**src/rtl/s_axil_regbank_pkg.sv**
```systemverilog
// s_axil_regbank_pkg
// Shared definitions for the AXI4-Lite register bank: response codes,
// the word-index LSB helper and the address-region decode.
// No ports (package).

package s_axil_regbank_pkg;

    localparam logic [1:0] RESP_OKAY   = 2'b00;
    localparam logic [1:0] RESP_SLVERR = 2'b10;

    typedef enum logic [1:0] {
        REG_CTRL,
        REG_STAT,
        REG_NONE
    } region_e;

    // Byte-address bits below the word index.
    function automatic int word_lsb(input int data_width);
        return $clog2(data_width / 8);
    endfunction

    // Map a word index onto the control, status or unmapped region.
    function automatic region_e decode_region(input int unsigned idx,
                                              input int unsigned n_ctrl,
                                              input int unsigned n_stat);
        if (idx < n_ctrl) begin
            return REG_CTRL;
        end else if (idx < n_ctrl + n_stat) begin
            return REG_STAT;
        end
        return REG_NONE;
    endfunction

endpackage

```
**src/rtl/s_axil_regbank_wr.sv**
```systemverilog
// s_axil_regbank_wr
// Write side of the register bank: independent AW and W holding registers,
// the commit decision and the B channel.
// Ports:
//   axi_clock, rst_n            clock, synchronous active-low reset
//   s_axil_aw*/s_axil_w*/s_axil_b*  AXI4-Lite write channels
//   commit                      high in the cycle a held AW/W pair retires
//   commit_region/commit_idx    decoded target of the retiring write
//   commit_data/commit_mask     write data already masked by wstrb, and the
//                               bit mask of the lanes to update

module s_axil_regbank_wr
    import s_axil_regbank_pkg::*;
#(
    parameter int DATA_WIDTH = 32,
    parameter int ADDR_WIDTH = 12,
    parameter int N_CTRL     = 8,
    parameter int N_STAT     = 4,
    localparam int LSB       = word_lsb(DATA_WIDTH),
    localparam int IDX_W     = ADDR_WIDTH - LSB
) (
    input  logic                    axi_clock,
    input  logic                    rst_n,
    input  logic [ADDR_WIDTH-1:0]   s_axil_awaddr,
    input  logic [2:0]              s_axil_awprot,
    input  logic                    s_axil_awvalid,
    output logic                    s_axil_awready,
    input  logic [DATA_WIDTH-1:0]   s_axil_wdata,
    input  logic [DATA_WIDTH/8-1:0] s_axil_wstrb,
    input  logic                    s_axil_wvalid,
    output logic                    s_axil_wready,
    output logic [1:0]              s_axil_bresp,
    output logic                    s_axil_bvalid,
    input  logic                    s_axil_bready,
    output logic                    commit,
    output region_e                 commit_region,
    output logic [IDX_W-1:0]        commit_idx,
    output logic [DATA_WIDTH-1:0]   commit_data,
    output logic [DATA_WIDTH-1:0]   commit_mask
);

    logic                    aw_full;
    logic                    w_full;
    logic [ADDR_WIDTH-1:0]   aw_addr;
    logic [DATA_WIDTH-1:0]   w_data;
    logic [DATA_WIDTH/8-1:0] w_strb;

    assign s_axil_awready = !aw_full;
    assign s_axil_wready  = !w_full;

    // A pair retires only when the B slot is free or being drained this cycle,
    // so a stalled response blocks at most one further AW and one further W.
    assign commit        = aw_full && w_full && (!s_axil_bvalid || s_axil_bready);
    assign commit_idx    = aw_addr[ADDR_WIDTH-1:LSB];
    assign commit_region = decode_region(32'(commit_idx), N_CTRL, N_STAT);

    for (genvar i = 0; i < DATA_WIDTH / 8; i++) begin : g_lane
        assign commit_mask[i*8 +: 8] = {8{w_strb[i]}};
    end
    assign commit_data = w_data & commit_mask;

    always_ff @(posedge axi_clock) begin
        if (!rst_n) begin
            aw_full       <= 1'b0;
            w_full        <= 1'b0;
            s_axil_bvalid <= 1'b0;
            s_axil_bresp  <= RESP_OKAY;
        end else begin
            // commit implies both holds are full, so no capture can coincide
            if (commit) begin
                aw_full <= 1'b0;
                w_full  <= 1'b0;
            end else begin
                if (s_axil_awvalid) aw_full <= 1'b1;
                if (s_axil_wvalid)  w_full  <= 1'b1;
            end

            if (commit) begin
                s_axil_bvalid <= 1'b1;
                s_axil_bresp  <= (commit_region == REG_CTRL) ? RESP_OKAY : RESP_SLVERR;
            end else if (s_axil_bready) begin
                s_axil_bvalid <= 1'b0;
            end
        end
    end

    // Holding payloads need no reset: they are qualified by aw_full/w_full.
    always_ff @(posedge axi_clock) begin
        if (s_axil_awvalid && s_axil_awready) begin
            aw_addr <= s_axil_awaddr;
        end
        if (s_axil_wvalid && s_axil_wready) begin
            w_data <= s_axil_wdata;
            w_strb <= s_axil_wstrb;
        end
    end

    logic unused;
    assign unused = &{1'b0, s_axil_awprot, aw_addr};

endmodule

```
**src/rtl/s_axil_regbank.sv**
```systemverilog
// s_axil_regbank
// AXI4-Lite slave register bank: N_CTRL read/write control registers with
// reset image CTRL_RST, N_STAT read-only status registers from the fabric,
// SLVERR on illegal accesses and a one-cycle write strobe per control register.
// Optional feature macro: REGBANK_RD_PULSE_EN adds rd_pulse, a one-cycle
// strobe per status register read (aligned with the rvalid rise).
// Ports:
//   axi_clock, rst_n            clock, synchronous active-low reset
//   s_axil_aw*/w*/b*/ar*/r*     AXI4-Lite slave channels
//   ctrl_regs                   flat control register contents
//   wr_pulse                    bit k pulses after a commit to control reg k
//   stat_regs                   flat status inputs, same packing as ctrl_regs
//   rd_pulse                    (REGBANK_RD_PULSE_EN only) status read strobes

module s_axil_regbank
    import s_axil_regbank_pkg::*;
#(
    parameter int DATA_WIDTH = 32,
    parameter int ADDR_WIDTH = 12,
    parameter int N_CTRL     = 8,
    parameter int N_STAT     = 4,
    parameter logic [N_CTRL*DATA_WIDTH-1:0] CTRL_RST = '0
) (
    input  logic                         axi_clock,
    input  logic                         rst_n,
    input  logic [ADDR_WIDTH-1:0]        s_axil_awaddr,
    input  logic [2:0]                   s_axil_awprot,
    input  logic                         s_axil_awvalid,
    output logic                         s_axil_awready,
    input  logic [DATA_WIDTH-1:0]        s_axil_wdata,
    input  logic [DATA_WIDTH/8-1:0]      s_axil_wstrb,
    input  logic                         s_axil_wvalid,
    output logic                         s_axil_wready,
    output logic [1:0]                   s_axil_bresp,
    output logic                         s_axil_bvalid,
    input  logic                         s_axil_bready,
    input  logic [ADDR_WIDTH-1:0]        s_axil_araddr,
    input  logic [2:0]                   s_axil_arprot,
    input  logic                         s_axil_arvalid,
    output logic                         s_axil_arready,
    output logic [DATA_WIDTH-1:0]        s_axil_rdata,
    output logic [1:0]                   s_axil_rresp,
    output logic                         s_axil_rvalid,
    input  logic                         s_axil_rready,
    output logic [N_CTRL*DATA_WIDTH-1:0] ctrl_regs,
    output logic [N_CTRL-1:0]            wr_pulse,
    input  logic [N_STAT*DATA_WIDTH-1:0] stat_regs
`ifdef REGBANK_RD_PULSE_EN
    ,
    output logic [N_STAT-1:0]            rd_pulse
`endif
);

    localparam int LSB   = word_lsb(DATA_WIDTH);
    localparam int IDX_W = ADDR_WIDTH - LSB;

    logic                  commit;
    region_e               commit_region;
    logic [IDX_W-1:0]      commit_idx;
    logic [DATA_WIDTH-1:0] commit_data;
    logic [DATA_WIDTH-1:0] commit_mask;

    s_axil_regbank_wr #(
        .DATA_WIDTH (DATA_WIDTH),
        .ADDR_WIDTH (ADDR_WIDTH),
        .N_CTRL     (N_CTRL),
        .N_STAT     (N_STAT)
    ) u_wr (
        .axi_clock      (axi_clock),
        .rst_n          (rst_n),
        .s_axil_awaddr  (s_axil_awaddr),
        .s_axil_awprot  (s_axil_awprot),
        .s_axil_awvalid (s_axil_awvalid),
        .s_axil_awready (s_axil_awready),
        .s_axil_wdata   (s_axil_wdata),
        .s_axil_wstrb   (s_axil_wstrb),
        .s_axil_wvalid  (s_axil_wvalid),
        .s_axil_wready  (s_axil_wready),
        .s_axil_bresp   (s_axil_bresp),
        .s_axil_bvalid  (s_axil_bvalid),
        .s_axil_bready  (s_axil_bready),
        .commit         (commit),
        .commit_region  (commit_region),
        .commit_idx     (commit_idx),
        .commit_data    (commit_data),
        .commit_mask    (commit_mask)
    );

    logic [DATA_WIDTH-1:0] ctrl_q [N_CTRL];

    always_ff @(posedge axi_clock) begin
        if (!rst_n) begin
            for (int k = 0; k < N_CTRL; k++) begin
                ctrl_q[k] <= CTRL_RST[k*DATA_WIDTH +: DATA_WIDTH];
            end
            wr_pulse <= '0;
        end else begin
            wr_pulse <= '0;
            if (commit && commit_region == REG_CTRL) begin
                for (int k = 0; k < N_CTRL; k++) begin
                    if (commit_idx == IDX_W'(k)) begin
                        ctrl_q[k]   <= (ctrl_q[k] & ~commit_mask) | commit_data;
                        // strobes even for an all-zero wstrb
                        wr_pulse[k] <= 1'b1;
                    end
                end
            end
        end
    end

    for (genvar k = 0; k < N_CTRL; k++) begin : g_ctrl_out
        assign ctrl_regs[k*DATA_WIDTH +: DATA_WIDTH] = ctrl_q[k];
    end

    logic                  ar_hs;
    logic [IDX_W-1:0]      ar_idx;
    region_e               ar_region;
    logic [DATA_WIDTH-1:0] rd_mux;

    assign s_axil_arready = !s_axil_rvalid || s_axil_rready;
    assign ar_hs          = s_axil_arvalid && s_axil_arready;
    assign ar_idx         = s_axil_araddr[ADDR_WIDTH-1:LSB];
    assign ar_region      = decode_region(32'(ar_idx), N_CTRL, N_STAT);

    // Unmapped indices fall through to zero.
    always_comb begin
        rd_mux = '0;
        for (int k = 0; k < N_CTRL; k++) begin
            if (ar_idx == IDX_W'(k)) rd_mux = ctrl_q[k];
        end
        for (int j = 0; j < N_STAT; j++) begin
            if (ar_idx == IDX_W'(N_CTRL + j)) rd_mux = stat_regs[j*DATA_WIDTH +: DATA_WIDTH];
        end
    end

    // rdata samples ctrl_q before any same-cycle commit lands: old value wins.
    always_ff @(posedge axi_clock) begin
        if (!rst_n) begin
            s_axil_rvalid <= 1'b0;
            s_axil_rdata  <= '0;
            s_axil_rresp  <= RESP_OKAY;
        end else if (ar_hs) begin
            s_axil_rvalid <= 1'b1;
            s_axil_rdata  <= rd_mux;
            s_axil_rresp  <= (ar_region == REG_NONE) ? RESP_SLVERR : RESP_OKAY;
        end else if (s_axil_rready) begin
            s_axil_rvalid <= 1'b0;
        end
    end

`ifdef REGBANK_RD_PULSE_EN
    always_ff @(posedge axi_clock) begin
        if (!rst_n) begin
            rd_pulse <= '0;
        end else begin
            rd_pulse <= '0;
            if (ar_hs && ar_region == REG_STAT) begin
                for (int j = 0; j < N_STAT; j++) begin
                    if (ar_idx == IDX_W'(N_CTRL + j)) rd_pulse[j] <= 1'b1;
                end
            end
        end
    end
`endif

    logic unused;
    assign unused = &{1'b0, s_axil_arprot, s_axil_araddr};

endmodule

```
**config.mk**
```make
export PLATFORM = sky130hd
export DESIGN_NAME = s_axil_regbank
export DESIGN_NICKNAME = d
export VERILOG_FILES = /design/src/rtl/s_axil_regbank_pkg.sv /design/src/rtl/s_axil_regbank_wr.sv /design/src/rtl/s_axil_regbank.sv
export SDC_FILE = /design/constraint.sdc
export NUM_CORES = 1
export LEC_CHECK = 0
export CAP_MARGIN = 20
export CORE_MARGIN = 4
export CORE_UTILIZATION = 38
export DETAILED_ROUTE_END_ITERATION = 10
export PLACE_DENSITY = 0.64
export SLEW_MARGIN = 20
export SYNTH_ARGS = -nofsm -noshare
export SYNTH_HDL_FRONTEND = slang
export SYNTH_HIERARCHICAL = 1
export SYNTH_SLANG_ARGS = --single-unit
export TNS_END_PERCENT = 1
```
**constraint.sdc**
```tcl
create_clock -name axi_clock -period 8.76 [get_ports axi_clock]
set_clock_uncertainty 0.05 [all_clocks]
set_input_delay 1.752 -clock axi_clock [delete_from_list [all_inputs] [get_ports axi_clock]]
set_output_delay 1.752 -clock axi_clock [all_outputs]
set_load 0.1 [all_outputs]
```
==> reports/metrics.cfg <==
[timing]
maxSlewViolCount=0
holdWs_ns=0.503
setup_tns_ns=0
setup_violations=0
fmax_ghz=0.183
period_needed_ns=5.46
finalCritPeriodShare_pct=62.3
finalHoldViolCount=0
worstMarginPinSlew_ns=1.20
rsz0062_at_grt=no
fin_ws_ns=3.30
slew_headroom_pct=19.4

[routing]
wl_per_cell_microns=29.8
wl_microns=81200
drc=0
firstDrtPassIters=6
vias=16209
drtIter0Drc=1869
route.antenna.remaining_nets=0
via_per_inst=5.95

[synth]
yosysTopAreaCell=edfxtp_1
synth_most_common_cell=a21oi_1
syn_avg_cell_area_sq_um=10.3
synth_edf_count=302
synth_cell_type_count=73
synth_area_leaders=edfxtp_1 (52%), a21oi_1 (9.1%), nor2_1 (6.4%)
yosysSeqAreaShare_pct=57.6
ys_async_sr_fraction_pct=0
ys_seq_elements=348
yosysWarnings=6
syn_nets=1883
synth_mux_area_share_pct=4.50
syn_inst=1682
synth-xor-area-share_pct=0
yosys-top-cells-count=a21oi_1 (314), edfxtp_1 (302), nor2_1 (296), nand2_1 (67), clkbuf_1 (66)
ys.flop_type=edfxtp_1
synth-adder-area-share_pct=0
yosys.area_share.simple_pct=12.8
synth_area_sq_um=17400
synth_compound_area_share_pct=19.5
synth_top_family_by_area=compound AO/OA/AOI/OAI gates
synth_top_area_share_pct=52.3

[floorplanning]
die_w_microns=222
fp.dieH_microns=222
rows=78
core_area_sq_um=45300
dieArea_sq_um=49100
start_util_pct=38.3
io_pins=506

[job]
cap_violations=0

[global_route]
overflow=0
antenna_found_initial=7
track_usage_pct=31.4
grt_max_degree=68
grt_pass1_wl_microns=114000
first_global_vias=15744

[worst_setup_path]
cp_common_cell=clkdlybuf4s50_1
critPathMaxFanout=6
end_kind=output port
critPathRequiredTime_ns=6.96
crit_family=buffers and inverters
worstSetupStartpointType=input pin
slowest_delay_ns=1.23
worstPathCellList=clkdlybuf4s50_1 > nand2b_1 > clkdlybuf4s50_1
cpMaxStageDelayCell=clkdlybuf4s50_1
critPathBufInv=2
arrival_ns=3.66
crit_type=input pin to output port

[cells_and_area]
layout-drive-gt1-share_pct=7.78
num-nets-final=2291
final_cells=2725
areaGrowthSynthToFinish_pct=38.3

[clock_tree]
clock_path_buffers=3
clock_latency_ns=0.57
numClockSinks=348
ctsResizeCount=0
cts_buffers=40
cts_tree=yes
cts_root_buf=clkbuf_16
htreeDepth=2
cts_hold_buf=0
clkTransAtPathRegs_ns=0.06
post-cts-setup-buffers=0

[power]
powerDensity_nw_per_um2=195
p_total_mw=4.68
p_leak_nw=8.42
ir_drop_uv=140

[min_path]
hold_class=flip-flop to flip-flop

[placement]
gp_congestion=0.919
port_buffers=493
pre_cts_ws_ns=3.30
dp_cells=2648
dp_hpwl_microns=55100

[status]
status=complete, no violations

-- worst paths after layout --
path | start | to | slack, ns | depth (start not counted)
setup reg to reg | u_wr/aw_addr[7]$_DFFE_PP_ | ctrl_q[0][51]$_SDFFCE_PN0P_ | 5.09 | 7
hold reg to reg | u_wr/aw_full$_SDFFE_PP0P_ | u_wr/s_axil_bvalid$_SDFFE_PN0P_ | 0.50 | 2
setup / recovery | s_axil_rready | s_axil_arready | 3.30 | 3
hold / removal | u_wr/aw_full$_SDFFE_PP0P_ | u_wr/s_axil_bvalid$_SDFFE_PN0P_ | 0.50 | 2
-- where the power goes --
part / leakage, nW / switching, mW / internal [mW] / total [mW]
combinational: 4.30 / 0.715 / 0.260 / 0.975
sequential: 3.45 / 0.0712 / 1.88 / 1.95
clock: 0.666 / 0.713 / 1.04 / 1.75
total: 8.42 / 1.50 / 3.18 / 4.68
-- worst register-to-register path, stage by stage, from the launching register on --
cell      delay, ns
edfxtp_1       0.40
nor4_2         0.28
nand2_1        0.13
a21o_2         0.21
nor4b_2        0.32
nand4b_1       0.53
o21ai_4        0.87
buf_4          0.53
-- per-layer routing --
metal	track usage, %	vias to the layer above	wire, microns
li1	-	7025	-
met1	41.0	7920	31700
met3	9.04	176	9240
met4	12.1	2	3370
met5	0	-	20
met2	49.9	1086	36900
-- cell families after synthesis --
family	after synthesis
AOI/OAI and AO/OA	569
and+or+nand+nor	488
DFF	348
buffers and inverters	210
muxes	65
other	2
-- cell usage in the layout, fill, tap and decap left out, types with 5 or more instances in the layout --
cell type        instances
nor3b_1                  6
a21oi_1                314
a31oi_1                 18
and2_1                  33
nand2_1                 67
inv_1                   47
clkbuf_16               43
clkinv_2                 8
o21ai_0                 50
and3_1                  12
nor2_1                 296
o22ai_1                 58
dfxtp_1                 46
mux4_2                   9
o22a_1                   6
nand3_1                  9
a221o_1                 11
a211o_1                  7
o31a_1                   5
clkbuf_1                 6
o211ai_1                 7
clkdlybuf4s50_1        489
clkinv_1                 6
o221ai_1                22
mux2i_1                 42
o21ai_4                  6
a22oi_1                 22
edfxtp_1               302
nor2b_1                  5
buf_4                   37
mux2_2                  14
nand2b_1                12
-- cell type report --
type	instances	area (sq um)
Fill cell	4082	21300
Sequential cell	348	9990
Multi-Input combinational cell	1124	6530
Timing Repair Buffer	528	5180
Clock buffer	52	1140
Tap cell	600	751
Clock inverter	21	211
Inverter	48	181
Antenna cell	4	10.0
-- through the flow --
| step | cell area [sq um] | util [%] |
|---|---|---|
| final | 24000 | 53.0 |
| after global routing | 24000 | 53.0 |
| after CTS | 24000 | 53.0 |
| after detailed placement | 22600 | 50.0 |
| after global placement | 22600 | 50.0 |
| after floorplan | 17400 | - |
-- state kept, by name, indices dropped and copies added, names as in the netlist --
register and flops:
ctrl_q 256, s_axil_rdata 32, u_wr/w_data 32, u_wr/aw_addr 10, wr_pulse 8, u_wr/w_strb 4
s_axil_rresp 1, s_axil_rvalid 1, u_wr/aw_full 1, u_wr/s_axil_bresp 1, u_wr/s_axil_bvalid 1, u_wr/w_full 1
Note: power is estimated with default switching activity, not from simulation.
